--- config.mk ---
export PLATFORM = sky130hd
export DESIGN_NAME = sprite_rom_arbiter
export DESIGN_NICKNAME = d
export VERILOG_FILES = /design/src/rtl/sprite_rom_arbiter.sv
export SDC_FILE = /design/constraint.sdc
export NUM_CORES = 1
export LEC_CHECK = 0
export BUFFER_PORTS_ARGS = -buffer_cell sky130_fd_sc_hd__buf_2
export CORE_MARGIN = 4
export CORE_UTILIZATION = 44
export DETAILED_ROUTE_END_ITERATION = 16
export PLACE_DENSITY = 0.92
export SLEW_MARGIN = 5
export SYNTH_ARGS = -nofsm -noshare
export SYNTH_HDL_FRONTEND = slang
export SYNTH_SLANG_ARGS = --single-unit
--- constraint.sdc ---
create_clock -name clk -period 2.6 [get_ports clk]
set_clock_uncertainty 0.1 [all_clocks]
set_input_delay 0 -clock clk [delete_from_list [all_inputs] [get_ports clk]]
set_output_delay 0 -clock clk [all_outputs]
set_load 0.05 [all_outputs]
--- src/rtl/sprite_rom_arbiter.sv ---
// sprite_rom_arbiter: N_REQ requesters share one sprite ROM port.
// Lock bursts are capped at MAX_LOCK grants; read data is routed back by grant.
// Ports:
//   clk, rst       clock, synchronous active-high reset
//   req, lock      per-requester request and burst lock
//   addr_in        packed addresses, slice i*ADDR_W
//   gnt            combinational one-hot-or-zero grant
//   rom_addr       registered ROM address
//   rom_en         registered ROM read enable
//   rom_data       ROM read data, ROM_LAT cycles after rom_en
//   rd_valid       one-hot read-return strobe
//   rd_data        returned data
// Build option: SPRITE_ARB_RR_EN selects round-robin instead of fixed priority.
module sprite_rom_arbiter #(
  parameter int N_REQ    = 4,
  parameter int ADDR_W   = 12,
  parameter int DATA_W   = 8,
  parameter int ROM_LAT  = 1,
  parameter int MAX_LOCK = 16
) (
  input  logic                    clk,
  input  logic                    rst,
  input  logic [N_REQ-1:0]        req,
  input  logic [N_REQ-1:0]        lock,
  input  logic [N_REQ*ADDR_W-1:0] addr_in,
  output logic [N_REQ-1:0]        gnt,
  output logic [ADDR_W-1:0]       rom_addr,
  output logic                    rom_en,
  input  logic [DATA_W-1:0]       rom_data,
  output logic [N_REQ-1:0]        rd_valid,
  output logic [DATA_W-1:0]       rd_data
);

  localparam int IW = $clog2(N_REQ);
  localparam int CW = $clog2(MAX_LOCK + 1);

  typedef enum logic {
    IDLE,
    LOCKED
  } state_t;

  state_t           state;
  logic [IW-1:0]    owner;
  logic [CW-1:0]    lock_cnt;
  logic [N_REQ-1:0] pipe [ROM_LAT+1];
  logic             any_gnt;
  logic [IW-1:0]    gnt_idx;

`ifdef SPRITE_ARB_RR_EN
  logic [IW-1:0] ptr;
`endif

  always_comb begin
    gnt     = '0;
    gnt_idx = '0;
    any_gnt = 1'b0;
    if (!rst) begin
      if (state == LOCKED) begin
        // A dropped lock grants nobody this cycle.
        if (req[owner] && lock[owner]) begin
          gnt[owner] = 1'b1;
          gnt_idx    = owner;
          any_gnt    = 1'b1;
        end
      end else begin
`ifdef SPRITE_ARB_RR_EN
        for (int k = 0; k < N_REQ; k++) begin
          int j;
          j = int'(ptr) + k;
          if (j >= N_REQ) j = j - N_REQ;
          if (!any_gnt && req[j]) begin
            gnt[j]  = 1'b1;
            gnt_idx = IW'(j);
            any_gnt = 1'b1;
          end
        end
`else
        for (int k = 0; k < N_REQ; k++) begin
          if (!any_gnt && req[k]) begin
            gnt[k]  = 1'b1;
            gnt_idx = IW'(k);
            any_gnt = 1'b1;
          end
        end
`endif
      end
    end
  end

  always_ff @(posedge clk) begin
    if (rst) begin
      state    <= IDLE;
      owner    <= '0;
      lock_cnt <= '0;
      rom_en   <= 1'b0;
      rom_addr <= '0;
      for (int s = 0; s <= ROM_LAT; s++)
        pipe[s] <= '0;
`ifdef SPRITE_ARB_RR_EN
      ptr <= '0;
`endif
    end else begin
      rom_en <= any_gnt;
      if (any_gnt)
        rom_addr <= addr_in[int'(gnt_idx)*ADDR_W +: ADDR_W];
      pipe[0] <= gnt;
      for (int s = 1; s <= ROM_LAT; s++)
        pipe[s] <= pipe[s-1];
`ifdef SPRITE_ARB_RR_EN
      // Also covers the forced-release case: owner+1 is next.
      if (any_gnt)
        ptr <= (int'(gnt_idx) == N_REQ - 1) ? '0 : gnt_idx + 1'b1;
`endif
      unique case (state)
        IDLE: begin
          if (any_gnt && lock[gnt_idx] && MAX_LOCK > 1) begin
            state    <= LOCKED;
            owner    <= gnt_idx;
            lock_cnt <= CW'(1);
          end
        end
        LOCKED: begin
          // Leave on dropped lock or when this grant hits the cap.
          if (!any_gnt || lock_cnt == CW'(MAX_LOCK - 1)) begin
            state    <= IDLE;
            lock_cnt <= '0;
          end else begin
            lock_cnt <= lock_cnt + 1'b1;
          end
        end
        default: state <= IDLE;
      endcase
    end
  end

  assign rd_valid = pipe[ROM_LAT];
  assign rd_data  = (|rd_valid) ? rom_data : '0;

endmodule

### Yosys cells after proc, flatten, opt, wreduce, memory -nomap -nowiden

Memory sizes are Yosys's and may differ from the RTL's.
Index checks and enable logic that the tools add are counted.

| storage, ports and cells | value |
|---|---|
| register bits | 21 |
| RAM bits | 8 |
| bits of input ports | 66 |
| output and inout port bits | 29 |
| word-level logic and storage cells | 75 |
| memories kept | 1 |

Memory list:

| memory | words | bits a word | rd ports | clocked after Yosys merged registers in | wr ports | RTL line | source |
|---|---|---|---|---|---|---|---|
| pipe | 2 | 4 | 2 | 0 | 2 | 45 | `logic [N_REQ-1:0] pipe [ROM_LAT+1];` |

| operators by class | value |
|---|---|
| add/subtract/negate cells | 1 |
| multiply operators | 1 |
| $lt $le $gt $ge | 3 |
| equal/unequal tests | 2 |
| shift operators | 1 |
| multiplexer cells | 45 |
| bitwise gates (word level) | 3 |
| reduce and logical (&&, ||, !) cells | 13 |

Operators with widths:

| kind | number |
|---|---|
| variable part select 48 x 7 -> 12 bit | 1 |
| two-way mux 1 bit | 26 |
| two-way mux 4 bit | 5 |
| two-way mux 2 bit | 5 |
| two-way mux 5 bit | 2 |
| one-hot mux 5 bit (2 select lines) | 1 |
| two-way mux 8 bit | 1 |
| binary-select mux 1 bit (select 2 bit) | 3 |
| logical AND 1 bit | 6 |
| < comparator 2 x 3 -> 1 bit (second input constant) | 2 |
| adder 5 x 1 -> 5 bit (second input constant) | 1 |
| equality test 5 x 4 -> 1 bit (second input constant) | 1 |
| logical NOT 1 bit | 4 |
| multiplier 2 x 2 -> 4 bit (second input constant) | 1 |
| OR reduction 4 bit | 1 |
| demux 1 bit (select 2 bit) | 1 |
| greater-or-equal comparator 2 x 1 -> 1 bit (second input constant) | 1 |
| != test 2 bit (second input constant) | 1 |
| OR 1 bit | 2 |
| one-hot mux 1 bit (2 select lines) | 1 |
| AND reduction 2 bit | 1 |
| logical OR 1 bit | 1 |
| inverter 1 bit | 1 |

### Depth between registers and ports, before layout

| logic depth | value |
|---|---|
| depth after elaboration | 23 |
| gate-level depth with buffers | 9 |
| gate-level depth less buffers | 6 |

### Worst setup path after synthesis

OpenSTA, ideal clock, no wires.

| timing path | value |
|---|---|
| path kind | flip-flop to flip-flop |
| start | reg state |
| end | reg owner[0] |
| setup time | 121 ps |
| arrival | 1829 ps |
| required time | 2379 ps |
| slack | 550 ps |
| stages on the path, launching flop included | 9 |
| path buffers | 2 |
| period minus slack after synthesis | 2050 ps |
| cells stage by stage | dfxtp_1 buf_2 nor2b_1 a211oi_2 and2_1 buf_6 mux2_4 a22oi_4 mux2_4 |

| on the way | value |
|---|---|
| cells in the longest elaborated chain, start to end | 6 |
| elaborated cells on any way between the ends | 9 |
| those cells by class | mux: 6; bitwise: 1; reduce/logical: 2 |

Ends and longest elaborated chain:

| element | RTL line | source |
|---|---|---|
| start: declaration | 42 | `state_t state;` |
| start signal: assignment | 92 | `state <= IDLE;` |
| start signal: assignment | 117 | `state <= LOCKED;` |
| start signal: assignment | 125 | `state <= IDLE;` |
| two-way mux 2 bit | 58 | `if (state == LOCKED) begin` |
| two-way mux 2 bit | 57 | `if (!rst) begin` |
| binary-select mux 1 bit (select 2 bit) | 116 | `if (any_gnt && lock[gnt_idx] && MAX_LOCK > 1) begin` |
| two-way mux 1 bit (not written as such) | 116 |  |
| logical AND 1 bit | 116 |  |
| AND reduction 2 bit (no line) | - |  |
| end signal: assignment | 118 | `owner <= gnt_idx;` |
| end: declaration | 43 | `logic [IW-1:0] owner;` |

Parallel ways exist; a longest one is shown, timed or not. The select of a mux whose other input is x is not followed.
A chain may end at the register's enable or synchronous reset.

### Worst setup path in the final report

| timing path | value |
|---|---|
| start | in req[2] |
| end | reg lock_cnt[2] |

| on the way | value |
|---|---|
| cells in the longest elaborated chain, start to end | 13 |
| elaborated cells on any way between the ends | 26 |
| those cells by class | eq/ne: 1; mux: 18; reduce/logical: 7 |

Ends and longest elaborated chain:

| element | RTL line | source |
|---|---|---|
| start: declaration | 23 | `input logic [N_REQ-1:0] req,` |
| logical AND 1 bit | 79 | `if (!any_gnt && req[k]) begin` |
| two-way mux 1 bit | 79 |  |
| two-way mux 1 bit | 58 |  |
| two-way mux 1 bit | 57 |  |
| logical NOT 1 bit | 79 |  |
| logical AND 1 bit | 79 |  |
| two-way mux 2 bit or two-way mux 1 bit (tied branches) | 79 |  |
| two-way mux 2 bit or two-way mux 1 bit (tied branches) | 58 |  |
| two-way mux 2 bit or two-way mux 1 bit (tied branches) | 57 |  |
| binary-select mux 1 bit (select 2 bit) or logical NOT 1 bit (tied branches) | 116, 124 |  |
| two-way mux 1 bit (not written as such) or logical OR 1 bit (tied branches) | 116, 124 |  |
| logical AND 1 bit or two-way mux 5 bit (tied branches) | 116, 124 |  |
| != test 2 bit (no line) or one-hot mux 5 bit (2 select lines) (tied branches) | - |  |
| end signal: assignment | 128 | `lock_cnt <= lock_cnt + 1'b1;` |
| end: declaration | 44 | `logic [CW-1:0] lock_cnt;` |

Parallel ways exist; a longest one is shown, timed or not. The select of a mux whose other input is x is not followed.

==> run_results.csv <==
group,metric,value,unit
synth,syn_avg_cell_area,7.81,um2
global_routing,grt_overflow,0,
detailed_routing,post_drt_wl_per_cell,15.9,um
floorplanning,die_height,70.1,um
synth,synth_enable_flop_cells,0,
floorplanning,core,0.00369,mm2
setup_path,end_kind,"register",
cells_and_area,n_antenna_cell,0,
cells_and_area,final.fill_count,309,
cells_and_area,syn_to_final_growth,50.7,%
synth,yosys_warnings,0,
detailed_routing,dr_total_vias,2148,
min_path,hp-class,"in2reg",
cells_and_area,finalNonFillerCells,387,
synth,synth_nets,285,
clock_tree,post-cts-setup-buffer-count,0,
cells_and_area,seq_area,581,um2
cells_and_area,drive_gt1_share,34.5,%
clock_tree,cts_buffers,5,
run,cap_violations,0,
global_routing,grt_use_total,25.1,%
synth,syn-cell-area,0.00170,mm2
synth,synthCells,217,
setup_path,critical-path-max-stage-delay,0.53,ns
global_routing,grt_pass1_vias,2105,
pwr,finalPower,1.40,mW
timing,finalHoldViolations,0,
detailed_routing,drt-pass1-iter-count,4,
clock_tree,root_buffer,"clkbuf_8",
clock_tree,cts_buffer_depth,2,
setup_path,arrival,2.49,ns
timing,period_minus_slack,2.36,ns
synth,yosysSeqAreaShare,34.2,%
setup_path,startpoint_type,"primary input",
floorplanning,boundaryPins,95,
clock_tree,cts_tree,"yes",
floorplanning,dieArea,0.00491,mm2
synth,synth_top_flop_cell,"dfxtp_1",
setup_path,cp_cell_sequence,"dlygate4sd3_1 > buf_2 > nand2b_1 > a211oi_2 > and2_1 > buf_4 > mux2i_1 > a2bb2oi_4 > a41o_1",
synth,synth_cell_types,44,
setup_path,worstPathRequired,2.72,ns
synth,synth_seq_cells,29,
timing,period_share,90.9,%
placed_design,dp_slack,0.429,ns
floorplanning,num_rows,22,
cells_and_area,multiInputGateArea,997,um2
timing,fin_ws,0.237,ns
setup_path,worstSetupPathType,"in2reg",
cells_and_area,fin_nets,406,
pwr,total_leakage_power,1.31,nW
timing,setup_viol,0,
timing,setup_tns,0,ns
floorplanning,initial_core_util,46.0,%
pwr,p_per_area,548,mW/mm2
setup_path,crit_fanout,16,
placed_design,port_buffers,94,
detailed_routing,detail_route.vias_per_cell,5.55,
timing,tightestPinTransition,0.772,ns
timing,drv_slew,0,
detailed_routing,final_antenna_net_count,0,
run_status,status,"completed",
global_routing,grt_pass1_wl,9.76,mm
floorplanning,die_x,70.1,um
global_routing,antenna_found_initial,0,
setup_path,slowest_stage,"dlygate4sd3_1",
global_routing,grt_max_degree,25,
detailed_routing,routed_wl,6.16,mm
placed_design,hpwl,3.77,mm
clock_tree,ctsHtreeMaxLevel,2,
timing,slew_headroom,48.4,%
clock_tree,path_clk_slew,0.06,ns
detailed_routing,drc,0,
clock_tree,clkLatencyLatePin,0.28,ns
placed_design,dp_cells,349,
timing,clock.fmax,423,MHz
detailed_routing,drt_iter0_drc,255,
clock_tree,cts.sinks,29,
placed_design,gp_congestion,0.873,
timing,rsz0062_at_grt,"false",
pwr,ir_drop,387,uV
synth,async_flop_share,0,%
[layout make-up]
class / count / share of cell area, %
clock inverters: 2 / 0.392
well taps: 48 / 2.35
multi-input cells: 167 / 39.0
clock buffers: 6 / 2.84
inverters: 5 / 0.735
flip-flops and latches: 29 / 22.7
repair buffers: 130 / 31.9
[metal layers]
layer	track usage (%)	up-vias	share of wire (%)
met3	6.19	34	7.6
met1	26.4	987	35
li1	-	995	-
met5	0	-	0
met4	15.7	0	5.7
met2	44.2	132	52
[per-stage QoR]
stage | cell area (um2) | hold WS (ns) | utilization (%)
after floorplan | 1700 | 0.0489 | -
after global placement | 2170 | 0.241 | 58.9
after detailed placement | 2170 | 0.236 | 58.9
after CTS | 2550 | 0.000208 | 69.3
after global routing | 2550 | 0.0219 | 69.3
final | 2550 | 0.000710 | 69.3
[critical path, delay by kind of cell]
kind,cells,cell delay (ns)
AOI/OAI and AO/OA,3,0.75
buffers and inverters,3,0.94
muxes,1,0.34
and+or+nand+nor,2,0.44
[flip-flops by register name (all words and copies together), names as in the netlist]
signal / flops
owner: 2
rom_en: 1
pipe: 8
state: 1
rom_addr: 12
lock_cnt: 5
[cell families after synthesis]
family / after synthesis / share of synthesized area (%)
flops: 29 / 34.2
mux: 4 / 3.25
simple gates: 104 / 28.6
compound gates: 56 / 25.0
fa+ha+maj: 2 / 1.48
buf+inv: 21 / 6.94
xor+xnor: 1 / 0.517
[what timing repair did]
| action | CTS | global route |
|---|---|---|
| hold buffers | 30 | 0 |
| endpoints found under the hold margin | 14 | 0 |
| gates resized for setup | 0 | 0 |
[cells in the mapped netlist, types with 3 or more instances]
| master | n | share of area, % |
|---|---|---|
| buf_4 | 5 | 2.2 |
| a211o_1 | 12 | 6.2 |
| nand2b_1 | 4 | 1.5 |
| a21oi_1 | 27 | 8.0 |
| nor2b_1 | 14 | 5.2 |
| clkbuf_1 | 4 | 0.89 |
| buf_2 | 4 | 1.2 |
| dfxtp_1 | 29 | 34 |
| inv_1 | 5 | 1.1 |
| mux2_4 | 3 | 2.7 |
| nand2_1 | 54 | 12 |
| nor2_1 | 15 | 3.3 |
| nand3_1 | 3 | 0.89 |
[power by group]
part	leakage, nW	switching [mW]	internal [mW]
clock network	0.0450	0.170	0.185
logic	1.03	0.349	0.187
registers	0.238	0.0240	0.487
total	1.31	0.543	0.858
[path summary, 6_finish.rpt]
check	start	endpoint	slack (ns)	cells past startpoint
max reg2reg	owner[0]	lock_cnt[2]	0.30	7
max	req[2]	lock_cnt[2]	0.24	9
min	addr_in[45]	rom_addr[9]	0.0007	4
min reg2reg	pipe[0][1]	pipe[0][5]	0.33	1
[placed cells by master (no fill, tap or decap), drive strengths merged, types with 2 or more instances in the layout]
| cell type | count |
|---|---|
| ha | 2 |
| or3 | 2 |
| nand2b | 4 |
| nor3 | 2 |
| nor2b | 14 |
| clkinv | 2 |
| buf | 100 |
| a211o | 12 |
| a21oi | 28 |
| a221oi | 2 |
| dlygate4sd3 | 30 |
| nand3 | 3 |
| and3 | 2 |
| a32o | 2 |
| mux2 | 3 |
| clkbuf | 6 |
| nor4 | 2 |
| nand2 | 54 |
| a31oi | 2 |
| dfxtp | 29 |
| inv | 5 |
| nor2 | 15 |
Note: power is estimated with default switching activity, not from simulation.
